File: src/rtl/alarm_controller.sv
// Vehicle alarm main FSM: sequences the shared countdown timer,
// holds the programmable delays and drives siren and status light.
module alarm_controller #(
    parameter int DEF_ARM_DELAY       = 6,
    parameter int DEF_DRIVER_DELAY    = 8,
    parameter int DEF_PASSENGER_DELAY = 15,
    parameter int DEF_ALARM_ON        = 10,
    parameter int GUARD_CYCLES        = 2
) (
    input  logic       clock,
    input  logic       reset,
    input  logic       ignition,
    input  logic       door_driver,
    input  logic       door_pass,
    input  logic       reprogram,
    input  logic [1:0] time_param_sel,
    input  logic [3:0] time_value,
    input  logic       expired,
    input  logic       half_hz_enable,
    output logic       start_timer,
    output logic [3:0] interval,
    output logic       siren,
    output logic       status_light,
    output logic [2:0] fsm_state
);

    localparam int GW = (GUARD_CYCLES < 2) ? 1 : $clog2(GUARD_CYCLES + 1);

    typedef enum logic [2:0] {
        ARMED      = 3'd0,
        TRIGGERED  = 3'd1,
        SOUND      = 3'd2,
        SOUND_HOLD = 3'd3,
        DISARMED   = 3'd4,
        WAIT_OPEN  = 3'd5,
        WAIT_CLOSE = 3'd6,
        ARM_DELAY  = 3'd7
    } state_t;

    state_t        state, state_n;
    logic [GW-1:0] guard, guard_n;
    logic [3:0]    t_arm, t_arm_n;
    logic [3:0]    t_drv, t_drv_n;
    logic [3:0]    t_pas, t_pas_n;
    logic [3:0]    t_alm, t_alm_n;
    logic          start_n;
    logic [3:0]    intv_n;
    logic          siren_n;
    logic          light_n;
    logic          exp_ok;
    logic          any_door;

    assign exp_ok    = expired && (guard == '0);
    assign any_door  = door_driver || door_pass;
    assign fsm_state = state;

    always_ff @(posedge clock or negedge reset) begin
        if (!reset) begin
            state        <= ARMED;
            guard        <= '0;
            t_arm        <= 4'(DEF_ARM_DELAY);
            t_drv        <= 4'(DEF_DRIVER_DELAY);
            t_pas        <= 4'(DEF_PASSENGER_DELAY);
            t_alm        <= 4'(DEF_ALARM_ON);
            start_timer  <= 1'b0;
            interval     <= 4'd0;
            siren        <= 1'b0;
            status_light <= 1'b0;
        end else begin
            state        <= state_n;
            guard        <= guard_n;
            t_arm        <= t_arm_n;
            t_drv        <= t_drv_n;
            t_pas        <= t_pas_n;
            t_alm        <= t_alm_n;
            start_timer  <= start_n;
            interval     <= intv_n;
            siren        <= siren_n;
            status_light <= light_n;
        end
    end

    always_comb begin
        state_n = state;
        guard_n = (guard != '0) ? guard - GW'(1) : '0;
        t_arm_n = t_arm;
        t_drv_n = t_drv;
        t_pas_n = t_pas;
        t_alm_n = t_alm;
        start_n = 1'b0;
        intv_n  = interval;
        siren_n = siren;
        light_n = status_light;

        if (reprogram) begin
            unique case (time_param_sel)
                2'd0: t_arm_n = time_value;
                2'd1: t_drv_n = time_value;
                2'd2: t_pas_n = time_value;
                2'd3: t_alm_n = time_value;
            endcase
            state_n = ARMED;
            siren_n = 1'b0;
            light_n = 1'b0;
        end else if (ignition && state != DISARMED) begin
            state_n = DISARMED;
            siren_n = 1'b0;
            light_n = 1'b0;
        end else begin
            unique case (state)
                ARMED: begin
                    siren_n = 1'b0;
                    if (half_hz_enable)
                        light_n = ~status_light;
                    // driver door outranks passenger door
                    if (door_driver) begin
                        state_n = TRIGGERED;
                        start_n = 1'b1;
                        intv_n  = t_drv;
                        guard_n = GW'(GUARD_CYCLES);
                        light_n = 1'b1;
                    end else if (door_pass) begin
                        state_n = TRIGGERED;
                        start_n = 1'b1;
                        intv_n  = t_pas;
                        guard_n = GW'(GUARD_CYCLES);
                        light_n = 1'b1;
                    end
                end
                TRIGGERED: begin
                    light_n = 1'b1;
                    if (exp_ok) begin
                        state_n = SOUND;
                        siren_n = 1'b1;
                    end
                end
                SOUND: begin
                    siren_n = 1'b1;
                    light_n = 1'b1;
                    if (!any_door) begin
                        state_n = SOUND_HOLD;
                        start_n = 1'b1;
                        intv_n  = t_alm;
                        guard_n = GW'(GUARD_CYCLES);
                    end
                end
                SOUND_HOLD: begin
                    siren_n = 1'b1;
                    // a reopened door beats a same-cycle expiry
                    if (any_door) begin
                        state_n = SOUND;
                    end else if (exp_ok) begin
                        state_n = ARMED;
                        siren_n = 1'b0;
                        light_n = 1'b0;
                    end
                end
                DISARMED: begin
                    siren_n = 1'b0;
                    light_n = 1'b0;
                    if (!ignition)
                        state_n = WAIT_OPEN;
                end
                WAIT_OPEN: begin
                    light_n = 1'b0;
                    if (door_driver)
                        state_n = WAIT_CLOSE;
                end
                WAIT_CLOSE: begin
                    light_n = 1'b0;
                    if (!door_driver) begin
                        state_n = ARM_DELAY;
                        start_n = 1'b1;
                        intv_n  = t_arm;
                        guard_n = GW'(GUARD_CYCLES);
                    end
                end
                ARM_DELAY: begin
                    light_n = 1'b0;
                    if (any_door) begin
                        state_n = WAIT_CLOSE;
                    end else if (exp_ok) begin
                        state_n = ARMED;
                    end
                end
                default: begin
                    state_n = ARMED;
                    siren_n = 1'b0;
                    light_n = 1'b0;
                end
            endcase
        end
    end

endmodule

File: config.mk
export PLATFORM = sky130hd
export DESIGN_NAME = alarm_controller
export DESIGN_NICKNAME = d
export VERILOG_FILES = /design/src/rtl/alarm_controller.sv
export SDC_FILE = /design/constraint.sdc
export NUM_CORES = 1
export LEC_CHECK = 0
export ABC_CLOCK_PERIOD_IN_PS = 2200
export BUFFER_PORTS_ARGS = -buffer_cell sky130_fd_sc_hd__buf_4
export CAP_MARGIN = 5
export CORE_MARGIN = 5
export CORE_UTILIZATION = 34
export CTS_CLUSTER_SIZE = 24
export DETAILED_ROUTE_END_ITERATION = 7
export PLACE_DENSITY = 0.53
export SETUP_SLACK_MARGIN = 0.05
export SKIP_CTS_REPAIR_TIMING = 1
export SLEW_MARGIN = 20
export SYNTH_ARGS = -nofsm -noshare
export SYNTH_HDL_FRONTEND = slang
export SYNTH_SLANG_ARGS = --single-unit
File: constraint.sdc
create_clock -name clock -period 2.2 [get_ports clock]
set_clock_uncertainty 0.05 [all_clocks]
set_input_delay 0.11 -clock clock [delete_from_list [all_inputs] [get_ports clock]]
set_output_delay 0.11 -clock clock [all_outputs]
set_load 0.02 [all_outputs]
Word level (Yosys, flattened, before mapping):

Index checks and enable logic that the tools add are counted.

* word-level logic and storage cells: 104
* output and inout bits: 10
* input bits: 14
* bits in registers: 28

* muxes and demuxes: 47
* reduce and logical (&&, ||, !) cells: 20
* equality and inequality tests: 23
* bitwise gates (word level): 3
* add/sub/neg operators: 1

Operator list (number)
* 3-bit 2-to-1 mux: 12
* 4-bit inequality test (second input constant): 7
* 3-bit case mux with 8 select lines: 1
* 1-bit 2-to-1 mux: 18
* 4-bit 2-to-1 mux: 4
* 2-bit 2-to-1 mux: 7
* 3-bit equality test (second input constant): 4
* 4-bit case mux with 3 select lines: 1
* 6-bit AND reduction: 2
* 2-bit AND reduction: 5
* 1-bit case mux with 4 select lines: 2
* 3-bit by 2-bit equality test with 1-bit output (second input constant): 2
* 3-bit inequality test (second input constant): 2
* 6-bit inequality test (second input constant): 1
* 2-bit case mux with 3 select lines: 1
* 6-bit nonzero test: 1
* 5-bit inequality test (second input constant): 1
* 2-bit equality test (second input constant): 2
* 2-bit logical NOT: 2
* 2-bit inequality test (second input constant): 2
* 2-bit OR reduction: 2
* 4-bit OR reduction: 1
* 3-bit by 1-bit equality test with 1-bit output (second input constant): 1
* 3-bit logical NOT: 1
* other kinds (9): 12

Depth between registers and ports, before layout:

* depth in word-level cells: 7
* mapped depth: 6

Least setup slack after synthesis:

No wires, ideal clock.

* path type: flip-flop to flip-flop
* start: reg state[0] (netlist: fsm_state[0])
* end: reg interval[0]
* data arrival time: 1.579 ns
* slack: 0.446 ns
* cell stages (with the launch flop): 6
* required time: 2.025 ns
* cell sequence: dfrtp_1 nor2_1 nand2_2 a21o_1 nor3_4 mux2_2

* word-level cells in the longest chain between the ends: 4

Ends and longest elaborated chain
* start: declaration: line 40 `state_t state, state_n;`
* start signal: assignment: line 70 `state <= state_n;`
* parallel branches: the longest is 4 deep, another holds 6-bit AND reduction
* end signal: assignment: line 77 `interval <= intv_n;`
* end: declaration: line 21 `output logic [3:0] interval,`

Parallel ways; which one is timed is not known.
A chain may end at the register's enable or synchronous reset.

Worst setup path after layout:

* start: reg state[2] (netlist: fsm_state[2])
* end: reg state[0] (netlist: fsm_state[0])

* word-level cells in the longest chain between the ends: 4

Ends and longest elaborated chain
* 3-bit equality test (tied with other cells): line 110 `unique case (state)`
* 3-bit case mux with 8 select lines / 1-bit logical AND (equally long branches): line 110, 105
* 3-bit 2-to-1 mux (tied with other cells): line 105 `end else if (ignition && state != DISARMED) begin`
* 3-bit 2-to-1 mux / 6-bit AND reduction (equally long branches)

Parallel ways exist; a longest one is shown, timed or not.

==> load_flow_metrics.sql <==
INSERT INTO impl_metrics (metric_group, metric, value, unit) VALUES
('outcome', 'run_status', 'finished clean', ''),
('synth', 'synth.yosys.seq_area_share', '50.5', '%'),
('global_routing', 'globalRouteMet3Util', '2.43', '%'),
('sta', 'layout_min_cycle_time', '1.81', 'ns'),
('hold_path', 'hp-class', 'input pin to flop', ''),
('sta', 'total_negative_setup_slacks', '0', 'ns'),
('sta', 'worst_slack', '0.388', 'ns'),
('place', 'placedCellCount', '186', ''),
('clock_tree', 'clock_tree_from_tritoncts', 'built', ''),
('sta', 'tightest_slew', '0.686', 'ns'),
('global_routing', 'first_pass_grt_wire_length', '4820', 'µm'),
('global_routing', 'grt_remaining_overflow', '0', ''),
('finish', 'antenna-diode-count', '0', ''),
('detailed_routing', 'avgViaCountPerCell', '5.07', ''),
('setup_path', 'timing.critical_path.required', '2.32', 'ns'),
('place', 'post-place-ws', '0.394', 'ns'),
('setup_path', 'cp_slowest_cell', 'sky130_fd_sc_hd__dfrtp_1', ''),
('synth', 'yosys.area_share.simple', '13.3', '%'),
('die', 'fp.dieArea', '0.00553', 'mm²'),
('sta', 'hold_violations', '0', ''),
('detailed_routing', 'number_of_detailed_route_iterations_in_the_first_pass', '4', ''),
('global_routing', 'number_of_global_route_vias_before_repair', '1029', ''),
('clock_tree', 'root_buffer', 'sky130_fd_sc_hd__clkbuf_8', ''),
('finish', 'drive_gt1_share', '47.5', '%'),
('pwr', 'max-vdd-ir-drop', '0.000388', 'V'),
('synth', 'compound_gate_fraction_of_synth_area', '12.1', '%'),
('pwr', 'p_leak', '0.725', 'nW'),
('setup_path', 'crit_family', 'flip-flops', ''),
('finish', 'final_area', '0.00169', 'mm²'),
('setup_path', 'worstPathMaxFanout', '9', ''),
('finish', 'numnets_final', '156', ''),
('detailed_routing', 'dr.first_iter.drc_count', '33', ''),
('sta', 'period_share', '82.4', '%'),
('die', 'std_cell_rows', '23', ''),
('setup_path', 'worstSetupPathDepth', '6', ''),
('die', 'fp.coreArea', '0.00400', 'mm²'),
('synth', 'synth_nets', '129', ''),
('finish', 'post-route-util', '42.3', '%'),
('global_routing', 'grt_busiest_layer', 'met2', ''),
('synth', 'synth.mux.area_fraction', '19.9', '%'),
('finish', 'num-fill-cells', '378', ''),
('place', 'place.port_buffers', '23', ''),
('clock_tree', 'h-tree-depth', '1', ''),
('synth', 'netlist.top_cell.by_area', 'sky130_fd_sc_hd__dfrtp_1', ''),
('sta', 'rsz_0062_raised_after_global_routing', 'no', ''),
('finish', 'non_filler_instance_count_after_layout', '191', ''),
('synth', 'synth-async-reset-ratio', '100', '%'),
('die', 'initial_utilization', '35.2', '%'),
('clock_tree', 'clock_path_buffers', '2', ''),
('die', 'die_w', '74.4', 'µm'),
('detailed_routing', 'routed-via-count', '969', ''),
('synth', 'syn-cell-area', '0.00141', 'mm²'),
('setup_path', 'critPathMaxStageDelay', '0.47', 'ns'),
('synth', 'yosys.area_share.xor_xnor', '0.622', '%'),
('synth', 'synth_top_cell_area_share', '33.7', '%'),
('synth', 'synth-edff-count', '0', ''),
('synth', 'synthTopCellsByArea', 'sky130_fd_sc_hd__dfrtp_1, sky130_fd_sc_hd__dfstp_2, sky130_fd_sc_hd__mux2_2, sky130_fd_sc_hd__a21oi_1, sky130_fd_sc_hd__mux2i_1', ''),
('synth', 'synth_fa_ha_area_share', '0', '%'),
('global_routing', 'use_met1', '14.6', '%'),
('hold_path', 'min_delay_path_depth', '2', ''),
('detailed_routing', 'drcViolationCount', '0', ''),
('sta', 'setup_viol_count_final', '0', ''),
('die', 'dieHeight', '74.4', 'µm'),
('setup_path', 'crit_path_end_kind', 'flop', ''),
('place', 'place.gp.congestion', '0.751', ''),
('global_routing', 'grt_usage', '11.7', '%'),
('global_routing', 'largest_net_degree_at_the_start_of_global_routing', '29', ''),
('clock_tree', 'cts_num_sinks', '28', ''),
('synth', 'yosys.cell_types.count', '35', ''),
('setup_path', 'critPathLaunchType', 'flop', ''),
('flow_run', 'drv_cap', '0', '');
## power by group
group          switching, mW  internal (mW)  leakage [nW]  total, mW
Combinational          0.200          0.209         0.363      0.409
Clock                  0.156          0.160        0.0288      0.316
Sequential            0.0533          0.641         0.333      0.695
Total                  0.409           1.01         0.725       1.42
## layout make-up
cell class / count / area, µm² / share of cell area, %
sequential: 28 / 712 / 42.1
multi-input combinational: 80 / 647 / 38.2
timing repair buffer: 28 / 213 / 12.6
tap: 50 / 62.6 / 3.70
clock buffer: 4 / 55.1 / 3.25
inverter: 1 / 3.75 / 0.222
## state kept, by name (all words and copies together) (netlist names)
signal,cells
siren,1
t_arm,4
fsm_state,3
start_timer,1
t_alm,4
guard,2
t_drv,4
t_pas,4
interval,4
status_light,1
## cells by family (layout without fill, tap and decap cells)
| group | after synthesis | in the layout |
|---|---|---|
| flops | 28 | 28 |
| compound gates | 23 | 23 |
| simple gates | 31 | 31 |
| buf+inv | 7 | 33 |
| xor+xnor | 1 | 1 |
| mux | 25 | 25 |
## layer usage
layer,part of all wire [%],wire length (µm),vias to the layer above
met5,0,0,-
met1,43,1230,470
met3,3.6,104,5
li1,-,-,481
met4,1.7,48,0
met2,52,1500,13
## worst paths after layout
check                                               from                        to  slack [ns]
min in group asynchronous                          reset      t_arm[3]$_DFFE_PN0P_        0.23
worst min-delay path                           reprogram  fsm_state[2]$_DFFE_PN0P_        0.02
max in group asynchronous                          reset      t_pas[0]$_DFFE_PN1P_        1.56
worst max register to register  fsm_state[2]$_DFFE_PN0P_  fsm_state[0]$_DFFE_PN0P_        0.39
worst min register to register        guard[0]$_DFF_PN0_        guard[0]$_DFF_PN0_        0.42
worst max-delay path            fsm_state[2]$_DFFE_PN0P_  fsm_state[0]$_DFFE_PN0P_        0.39
## synthesized netlist by cell type, drive strengths merged (3+ instances only)
cell and n:
nor3 4, nor2 6, nor2b 5, mux2 21
a21oi 9, dfstp 9, nand3b 3, nand2 4
mux2i 4, dfrtp 19, nor3b 4, buf 4
a211oi 5
## layout by cell type, fill, tap and decap left out, types with 2 or more instances in the layout
cell / Yosys / final
sky130_fd_sc_hd__a31oi_1: 2 / 2
sky130_fd_sc_hd__nand2_1: 3 / 3
sky130_fd_sc_hd__clkbuf_8: 1 / 4
sky130_fd_sc_hd__a211oi_1: 4 / 4
sky130_fd_sc_hd__a21oi_1: 9 / 9
sky130_fd_sc_hd__dfrtp_1: 19 / 19
sky130_fd_sc_hd__mux2_2: 20 / 20
sky130_fd_sc_hd__mux2i_1: 4 / 4
sky130_fd_sc_hd__nor3b_1: 4 / 4
sky130_fd_sc_hd__buf_4: 1 / 27
sky130_fd_sc_hd__dfstp_2: 9 / 9
sky130_fd_sc_hd__nor2b_1: 5 / 5
sky130_fd_sc_hd__nand3b_1: 3 / 3
sky130_fd_sc_hd__nor3_1: 3 / 3
sky130_fd_sc_hd__nand3_1: 2 / 2
sky130_fd_sc_hd__nor2_1: 6 / 6
Note: power is estimated with default switching activity, not from simulation.
